File: config.mk
export PLATFORM = sky130hd
export DESIGN_NAME = superh16_itlb_ptw
export DESIGN_NICKNAME = d
export VERILOG_FILES = /design/src/rtl/superh16_pkg.sv /design/src/rtl/superh16_ptw_pte_check.sv /design/src/rtl/superh16_itlb_ptw.sv
export SDC_FILE = /design/constraint.sdc
export NUM_CORES = 1
export LEC_CHECK = 0
export CORE_ASPECT_RATIO = 0.8
export CORE_UTILIZATION = 39
export DETAILED_ROUTE_END_ITERATION = 8
export GPL_ROUTABILITY_DRIVEN = 0
export HOLD_SLACK_MARGIN = 0.08
export PLACE_DENSITY = 0.84
export SLEW_MARGIN = 5
export SYNTH_ARGS = -nofsm -noshare
export SYNTH_HDL_FRONTEND = slang
export SYNTH_SLANG_ARGS = --single-unit
File: constraint.sdc
create_clock -name clk -period 2.39 [get_ports clk]
set_input_delay 0.478 -clock clk [delete_from_list [all_inputs] [get_ports clk]]
set_output_delay 0.478 -clock clk [all_outputs]
set_load 0.01 [all_outputs]
File: src/rtl/superh16_pkg.sv
// ============================================================
// superh16_pkg -- shared Sv39 types and helpers for the ITLB walker
// Rev 1.0
// ============================================================
`default_nettype none

package superh16_pkg;

  localparam int VADDR_WIDTH   = 64;
  localparam int PADDR_WIDTH   = 56;
  localparam int PPN_WIDTH     = 44;
  localparam int SV39_VPN_BITS = 9;
  localparam int PTE_SIZE_LOG2 = 3;
  localparam int VPN_WIDTH     = 3 * SV39_VPN_BITS;

  localparam logic [1:0] PAGE_4K = 2'b00;
  localparam logic [1:0] PAGE_2M = 2'b01;
  localparam logic [1:0] PAGE_1G = 2'b10;

  typedef struct packed {
    logic [9:0]           reserved;
    logic [PPN_WIDTH-1:0] ppn;
    logic [1:0]           rsw;
    logic                 d;
    logic                 a;
    logic                 g;
    logic                 u;
    logic                 x;
    logic                 w;
    logic                 r;
    logic                 v;
  } sv39_pte_t;

  // Physical address of the PTE indexed by VPN[level] inside table 'base'.
  function automatic logic [PADDR_WIDTH-1:0] pte_addr(
    input logic [PPN_WIDTH-1:0] base,
    input logic [VPN_WIDTH-1:0] vpn,
    input logic [1:0]           level
  );
    logic [SV39_VPN_BITS-1:0] idx;
    case (level)
      2'd2:    idx = vpn[26:18];
      2'd1:    idx = vpn[17:9];
      default: idx = vpn[8:0];
    endcase
    return {base, 12'b0}
         + {{(PADDR_WIDTH-SV39_VPN_BITS-PTE_SIZE_LOG2){1'b0}}, idx, {PTE_SIZE_LOG2{1'b0}}};
  endfunction

endpackage

`default_nettype wire

File: src/rtl/superh16_ptw_pte_check.sv
// ============================================================
// superh16_ptw_pte_check -- combinational Sv39 PTE decode at a given level
// Rev 1.0
// ============================================================
`default_nettype none

module superh16_ptw_pte_check
  import superh16_pkg::*;
(
  input  sv39_pte_t              pte,
  input  logic [1:0]             level,
  output logic                   is_leaf,
  output logic                   fault,
  output logic [1:0]             page_size,
  output logic [PADDR_WIDTH-1:0] paddr
);

  logic w_misaligned;
  logic w_unused_pte;

  assign w_unused_pte = ^{pte.reserved, pte.rsw, pte.d, pte.a, pte.g, pte.u};

  always_comb begin
    is_leaf      = pte.r | pte.x;
    page_size    = PAGE_4K;
    w_misaligned = 1'b0;
    paddr        = {pte.ppn, 12'b0};
    case (level)
      2'd2: begin
        page_size    = PAGE_1G;
        w_misaligned = |pte.ppn[17:0];
        paddr[29:0]  = '0;
      end
      2'd1: begin
        page_size    = PAGE_2M;
        w_misaligned = |pte.ppn[8:0];
        paddr[20:0]  = '0;
      end
      default: ;
    endcase
    // A pointer at the last level has nowhere left to go.
    fault = !pte.v || (!pte.r && pte.w) || (is_leaf && w_misaligned)
          || (!is_leaf && (level == 2'd0));
  end

endmodule

`default_nettype wire

File: src/rtl/superh16_itlb_ptw.sv
// ============================================================
// superh16_itlb_ptw -- Sv39 hardware page-table walker for ITLB misses
// Rev 1.0
// ============================================================
`default_nettype none

module superh16_itlb_ptw
  import superh16_pkg::*;
#(
  parameter int LEVELS    = 3,
  parameter int PTE_WIDTH = 64
) (
  input  logic                   clk,
  input  logic                   rst_n,
  input  logic                   ptw_req,
  input  logic [VADDR_WIDTH-1:0] ptw_vaddr,
  output logic                   ptw_ack,
  output logic [PADDR_WIDTH-1:0] ptw_paddr,
  output logic [1:0]             ptw_page_size,
  output logic                   ptw_valid,
  output logic                   ptw_executable,
  input  logic [PPN_WIDTH-1:0]   satp_ppn,
  input  logic                   flush,
  output logic                   mem_req_valid,
  input  logic                   mem_req_ready,
  output logic [PADDR_WIDTH-1:0] mem_req_addr,
  input  logic                   mem_resp_valid,
  input  logic [PTE_WIDTH-1:0]   mem_resp_data
);

  typedef enum logic [2:0] {
    ST_IDLE  = 3'd0,
    ST_REQ   = 3'd1,
    ST_WAIT  = 3'd2,
    ST_DONE  = 3'd3,
    ST_HOLD  = 3'd4,
    ST_DRAIN = 3'd5
  } state_t;

  localparam logic [1:0] C_TOP_LEVEL = 2'(LEVELS - 1);

  state_t                 r_state;
  logic [1:0]             r_level;
  logic [VPN_WIDTH-1:0]   r_vpn;

  sv39_pte_t              w_pte;
  logic                   w_canonical;
  logic                   w_abort;
  logic                   w_is_leaf;
  logic                   w_fault;
  logic [1:0]             w_page_size;
  logic [PADDR_WIDTH-1:0] w_leaf_paddr;
  logic                   w_unused_vaddr;

  assign w_pte          = sv39_pte_t'(mem_resp_data);
  assign w_canonical    = (&ptw_vaddr[VADDR_WIDTH-1:38]) | ~(|ptw_vaddr[VADDR_WIDTH-1:38]);
  assign w_abort        = flush | ~ptw_req;
  assign w_unused_vaddr = ^ptw_vaddr[11:0];

  superh16_ptw_pte_check u_pte_check (
    .pte       (w_pte),
    .level     (r_level),
    .is_leaf   (w_is_leaf),
    .fault     (w_fault),
    .page_size (w_page_size),
    .paddr     (w_leaf_paddr)
  );

  always_ff @(posedge clk or negedge rst_n) begin
    if (!rst_n) begin
      r_state        <= ST_IDLE;
      r_level        <= '0;
      r_vpn          <= '0;
      ptw_ack        <= 1'b0;
      ptw_paddr      <= '0;
      ptw_page_size  <= PAGE_4K;
      ptw_valid      <= 1'b0;
      ptw_executable <= 1'b0;
      mem_req_valid  <= 1'b0;
      mem_req_addr   <= '0;
    end else begin
      ptw_ack <= 1'b0;
      case (r_state)
        ST_IDLE: begin
          if (ptw_req && !flush) begin
            r_vpn   <= ptw_vaddr[38:12];
            r_level <= C_TOP_LEVEL;
            if (!w_canonical) begin
              ptw_ack        <= 1'b1;
              ptw_valid      <= 1'b0;
              ptw_paddr      <= '0;
              ptw_page_size  <= PAGE_4K;
              ptw_executable <= 1'b0;
              r_state        <= ST_DONE;
            end else begin
              mem_req_valid <= 1'b1;
              mem_req_addr  <= pte_addr(satp_ppn, ptw_vaddr[38:12], C_TOP_LEVEL);
              r_state       <= ST_REQ;
            end
          end
        end
        ST_REQ: begin
          if (w_abort || mem_req_ready) mem_req_valid <= 1'b0;
          // An accepted request owes us a response even when aborting.
          if (w_abort)            r_state <= mem_req_ready ? ST_DRAIN : ST_IDLE;
          else if (mem_req_ready) r_state <= ST_WAIT;
        end
        ST_WAIT: begin
          if (w_abort) begin
            r_state <= mem_resp_valid ? ST_IDLE : ST_DRAIN;
          end else if (mem_resp_valid) begin
            if (w_fault) begin
              ptw_ack        <= 1'b1;
              ptw_valid      <= 1'b0;
              ptw_paddr      <= '0;
              ptw_page_size  <= PAGE_4K;
              ptw_executable <= 1'b0;
              r_state        <= ST_DONE;
            end else if (w_is_leaf) begin
              ptw_ack        <= 1'b1;
              ptw_valid      <= 1'b1;
              ptw_paddr      <= w_leaf_paddr;
              ptw_page_size  <= w_page_size;
              ptw_executable <= w_pte.x;
              r_state        <= ST_DONE;
            end else begin
              r_level       <= r_level - 2'd1;
              mem_req_valid <= 1'b1;
              mem_req_addr  <= pte_addr(w_pte.ppn, r_vpn, r_level - 2'd1);
              r_state       <= ST_REQ;
            end
          end
        end
        ST_DONE:  r_state <= ptw_valid ? ST_IDLE : ST_HOLD;
        ST_HOLD:  if (!ptw_req || flush) r_state <= ST_IDLE;
        ST_DRAIN: if (mem_resp_valid) r_state <= ST_IDLE;
        default:  r_state <= ST_IDLE;
      endcase
    end
  end

  a_resp_protocol: assert property (@(posedge clk) disable iff (!rst_n)
    !(mem_resp_valid && (r_state == ST_IDLE || r_state == ST_REQ || r_state == ST_HOLD)));

endmodule

`default_nettype wire

---- After elaboration in Yosys (flattened, before gate mapping) ----
Cells that the tools add are included.
word-level totals
  register bits ........................... 150
  output and inout bits ................... 118
cells by class
  add/subtract/negate cells ............... 3
  eq/ne operators ......................... 22
  multiplexer cells ....................... 81
  bitwise gates (word level) .............. 5
  reduce and logical (&&, ||, !) cells .... 29
operators by type and width
  cell                number
  $mux 56             12
  $pmux 56 s2         2
  $add 56x12->56      2
  $mux 9              9
  $mux 3              10
  $mux 2              14
  $reduce_and 26->1   1
  $reduce_or 26->1    1
  $mux 1              23
  $mux 21             1
  $ne 2x2->1 const B  10
  $pmux 3 s6          1
  $pmux 9 s2          1
  $reduce_or 18->1    1
  $pmux 2 s2          3
  $reduce_and 6->1    2
  $reduce_or 9->1     1
  $pmux 1 s2          4
  $reduce_and 8->1    1
  $reduce_and 7->1    1
  $eq 3x2->1 const B  2
  $eq 3x3->1 const B  2
  $ne 3x3->1 const B  2
  $logic_not 1->1     5
  17 further kinds    29

---- Logic depth before layout (Yosys ltp) ----
  word-level depth ........................ 15
  mapped depth ............................ 9

---- Modules after synthesis ----
A second synthesis with hierarchy kept.
second synthesis, totals
  cells, all modules ...................... 556
  area total of the unflattened synthesis .. 7243.2 um2
modules (own cells, without submodules)
  module                  instances  cells an instance  area an instance (um2)  seq. area each (um2)
  superh16_itlb_ptw       1          477                6686.4                  3678.5
  superh16_ptw_pte_check  1          79                 556.8                   0.0

---- Least setup slack after synthesis ----
Ideal clock, no wire load.
  path type ............................... reg-to-reg
  start point ............................. register r_level[0]
  end point ............................... register mem_req_addr[10]
  setup time .............................. 125 ps
  arrival ................................. 2148 ps
  data required time ...................... 2265 ps
  slack ................................... 117 ps
  cell stages (with the launch flop) ...... 9
  buffers on the path ..................... 1
  cells stage by stage .................... dfrtp_1 inv_1 ha_1 nor4_2 and3_1 o21ai_1 a21oi_2 buf_6 mux2_2
between the ends
  cells in the longest elaborated chain, start to end .. 14
  elaborated cells on any way between the ends .. 25
  those cells by class .................... add/sub: 2; eq/ne: 5; mux: 12; reduce/logical: 6
RTL lines
  item                                      line                      source
  from (decl)                               superh16_itlb_ptw.sv:43   logic [1:0] r_level;
  from (signal assigned)                    superh16_itlb_ptw.sv:127  r_level <= r_level - 2'd1;
  $sub 2x1->2                               superh16_itlb_ptw.sv:129  mem_req_addr <= pte_addr(w_pte.ppn, r_vpn, r_level - 2'd1);
  $eq 2x1->1 or $eq 2x2->1 (tied branches)  superh16_pkg.sv:41        case (level)
  $pmux 9 s2                                superh16_pkg.sv:41
  $mux 9                                    superh16_itlb_ptw.sv:119  end else if (w_is_leaf) begin
  $mux 9                                    superh16_itlb_ptw.sv:112  if (w_fault) begin
  $mux 9                                    superh16_itlb_ptw.sv:111  end else if (mem_resp_valid) begin
  $mux 9                                    superh16_itlb_ptw.sv:109  if (w_abort) begin
  $mux 9                                    superh16_itlb_ptw.sv:83   case (r_state)
  $add 56x12->56                            superh16_pkg.sv:47        + {{(PADDR_WIDTH-SV39_VPN_BITS-PTE_SIZE_LOG2){1'b0}}, idx, {PTE_SIZE_LOG2{1'b0}}};
  $mux 56                                   superh16_itlb_ptw.sv:119
  $mux 56                                   superh16_itlb_ptw.sv:112
  $mux 56                                   superh16_itlb_ptw.sv:111
  $mux 56                                   superh16_itlb_ptw.sv:109
  $pmux 56 s2                               superh16_itlb_ptw.sv:83
  to (signal assigned)                      superh16_itlb_ptw.sv:97   mem_req_addr <= pte_addr(satp_ppn, ptw_vaddr[38:12], C_TOP_LEVEL);
  to (signal assigned)                      superh16_itlb_ptw.sv:129
  to (decl)                                 superh16_itlb_ptw.sv:26   output logic [PADDR_WIDTH-1:0] mem_req_addr,
Several ways; a longest one is shown, not always the timed one. The select of a mux whose other input is x is not followed.
A chain may end at the register's enable or synchronous reset.

---- Final worst setup path ----
  start point ............................. input ptw_vaddr[38]
  end point ............................... register mem_req_addr[54]
between the ends
  cells in the longest elaborated chain, start to end .. 7
  elaborated cells on any way between the ends .. 13
  those cells by class .................... add/sub: 1; eq/ne: 1; mux: 6; bitwise: 2; reduce/logical: 3
RTL lines
  item            line                     source
  from (decl)     superh16_itlb_ptw.sv:16  input logic [VADDR_WIDTH-1:0] ptw_vaddr,
  $mux 9          superh16_itlb_ptw.sv:88  if (!w_canonical) begin
  $mux 9          superh16_itlb_ptw.sv:85  if (ptw_req && !flush) begin
  $mux 9          superh16_itlb_ptw.sv:83
  $add 56x12->56  superh16_pkg.sv:47
  $mux 56         superh16_itlb_ptw.sv:88
  $mux 56         superh16_itlb_ptw.sv:85
  $pmux 56 s2     superh16_itlb_ptw.sv:83
Several ways; a longest one is shown, not always the timed one. The select of a mux whose other input is x is not followed.

==> impl_results.md <==
- Syn Inst Count: 638
- Final Hold Vio Count: 0
- Non-filler cells, final: 1153
- Remaining Overflow, GRT: 0
- Crit path time final: 2.31 ns
- Hold Crit Class: reg2reg
- Synth Area in XOR/XNOR: 0
- Avg Cell Area, Syn: 10.6 um^2
- Fin area: 10500 um^2
- CTS H-Tree Depth: 4
- Initial Util: 0.403
- Setup TNS: 0 ns
- CTS max path bufs: 2
- Seq cells post-synth: 135
- Root cell of the clock tree: clkbuf_16
- # DRC: 0
- Worst setup EP type: flop
- Core Rows: 42
- Final Power: 0.0104 W
- Mux contribution to synthesized area: 0.214
- Max Cap Viol: 0
- # clock sinks: 135
- FILL cells: 1375
- GRT Util Overall: 0.233
- Int Power: 0.00705 W
- Top-area cell type share of the netlist area: 0.501
- CP max stage cell: clkdlybuf4s50_1
- Worst slew pin tran: 0.849 ns
- Total routed wirelength: 20200 um
- Number of placed I/O pins: 296
- Synth-to-Final Area Change: 55.2%
- Crit-path cells: clkdlybuf4s50_1 > nor4_1 > nand4_1 > a2bb2oi_2 > a21oi_4 > buf_12 > clkbuf_16 > mux2_2
- Clock power frac: 0.267
- Largest net degree at the start of global routing: 51
- Number of global-route vias before repair: 6027
- Crit-path max FO: 10
- WHS: 0.491 ns
- Full die area: 17800 um^2
- Synth Flop Type: dfrtp_1
- Startpoint Class: input port
- CTS tree: done
- Register area: 3380 um^2
- First-pass GRT wire length: 31800 um
- Clock buffer count from CTS: 17
- Skew-Pair Late Insertion Delay: 0.42 ns
- Adder-cell share of the synthesized area: 0.00743
- Simple-gate share of the synthesized area: 0.171
- DRT iter0 DRCs: 403
- Port bufs: 252
- Share of cells above drive strength 1: 0.215
- Yosys warns: 0
- # nets final: 1101
- Main combinational cell family by area after synthesis: multiplexers
- Critical Path RT: 2.69 ns
- Worst Path Class, Setup: in2reg
- DP Cell Count: 1116
- R2R depth: 5
- Leak: 4.75 nW
- DRT met1 WL: 8660 um
- WL met2: 9770 um
- Final ANT Viol Nets: 0
- Drt wl/cell: 17.5 um
- Final max-slew violation count: 0
- Highest Signal Layer: met4
- Net switching power: 0.00336 W
- Area contributors post-synth: dfrtp_1, mux2_2, nand2_1
- Post-synth EDFFs: 0
- Fmax: 0.434 GHz
- CP Depth: 8
- Core Area: 16700 um^2
- Compound-Gate Fraction of Synth Area: 0.0496
- DR vias: 5832
- Die height: 120 um
- Final setup vio count: 0
- Ys async rst share: 1.00
- Rel. slew slack: 0.429
- Mapped Area: 6740 um^2
- Status: complete, no violations
- Area of the multi-input gates: 3080 um^2
- Most common cell after layout, fill and taps aside: clkdlybuf4s50_1
- Cell depth of the worst hold path: 1
- Largest area contributor in the netlist: dfrtp_1
- Worst vdd ir: 583 uV
- Hpwl dp: 14300 um
- Combinational power share: 0.400
- Largest stage delay on the critical path: 0.43 ns
- Worst reg2reg setup slack: 0.14 ns
- WP data arrival: 2.61 ns
- Most frequent cells in the layout: clkdlybuf4s50_1, nand2_1, dfrtp_1, mux2_2, buf_4
- DR vias/cell: 5.06
- Buf/Inv on CP: 3
- Pre-Repair DR Iteration Count: 4
- Routed met3 length: 1550 um
- Worst Clk Skew: 0.0109 ns
- Switching Share: 0.323
- Seq pwr share: 0.333
- RSZ-0062 raised after global routing: no
- Dpl cell area: 9730 um^2
- Clock-pin slew on the worst setup and hold paths: 0.06 ns
- Die X: 149 um
- Post-synth cell types: 43
- Initial antenna violation count: 0
- Sequential area share after synthesis: 0.501
- CP delay by family, top: buffers and inverters
- Final worst-path cycle share: 0.965
- Pwr dens: 996 nW/um^2
kinds of logic after synthesis:
kind of cell,Yosys count
AND/OR/NAND/NOR,249
buffers and inverters,71
other,1
adder cells (fa/ha/maj),4
AO/OA/AOI/OAI,49
flip-flops,135
multiplexers,129
Yosys cell counts (3+ instances only):
cell type and number:
and3_1 31, mux2_1 11, o21ai_0 3, a31oi_1 13, mux2_2 107, a21oi_1 7
clkbuf_1 21, nor3_1 8, nand4_1 7, nand3_1 3, buf_6 6, nand2b_1 3
buf_2 10, inv_1 18, a22oi_1 9, nor2_1 17, o211ai_1 3, ha_1 4
mux2i_1 11, nor3b_1 8, dfrtp_1 135, buf_4 15, nor4_1 10, nand2_1 154
power by group through the flow:
stage	Sequential (W)	Clock, W	Combinational, W
4_1_cts	0.00347	0.00282	0.00413
3_5_place_dp	0.00350	0	0.00411
6_report	0.00347	0.00278	0.00417
2_1_floorplan	0.00366	0	0.00190
5_1_grt	0.00357	0.00293	0.00451
3_3_place_gp	0.00347	0	0.00402
metrics by stage:
step	worst slack [ns]	util
after global placement	-0.333	0.582
after global routing	0.00590	0.626
after detailed placement	-0.358	0.582
after CTS	0.0612	0.620
after floorplan	0.117	-
final	0.0839	0.626
final timing paths:
path	endpoint	start
max in group asynchronous	r_vpn[10]	rst_n
min in group asynchronous	mem_req_addr[41]	rst_n
worst max-delay path	mem_req_addr[54]	ptw_vaddr[38]
worst max register to register	ptw_paddr[29]	r_state[2]
worst min register to register	ptw_paddr[26]	ptw_paddr[26]
worst min-delay path	ptw_paddr[26]	ptw_paddr[26]
worst reg2reg max path, delay by kind of cell (launching register included):
family | cells | cell delay [ns]
simple gates | 3 | 1.30
mux | 1 | 0.19
flops | 1 | 0.50
buf+inv | 1 | 0.19
routing by layer:
layer  vias to the layer above  track usage
li1                       2748            -
met1                      2860        0.291
met2                       211        0.388
met3                        13       0.0734
met4                         0       0.0606
met5                         -            0
repair_timing:
| action | 4_1_cts | 5_1_grt |
|---|---|---|
| resized for setup | 0 | 3 |
| endpoints found under the setup margin | 0 | 95 |
| endpoints found under the hold margin | 44 | 0 |
| setup buffers | 0 | 1 |
| hold buffers | 1 | 0 |
registers in the layout (all words and copies together) (netlist names):
name and flops:
mem_req_addr 53, mem_req_valid 1, ptw_ack 1, ptw_executable 1
ptw_paddr 44, ptw_page_size 2, ptw_valid 1, r_level 2
r_state 3, r_vpn 27
cell type report:
| class | instances | area share |
|---|---|---|
| flip-flops and latches | 135 | 0.323 |
| diodes | 1 | 0.000239 |
| inverters | 18 | 0.00646 |
| repair buffers | 301 | 0.290 |
| clock inverters | 15 | 0.0187 |
| multi-input cells | 446 | 0.295 |
| clock buffers | 17 | 0.0407 |
| well taps | 220 | 0.0263 |
(Power assumes the default switching activity.)
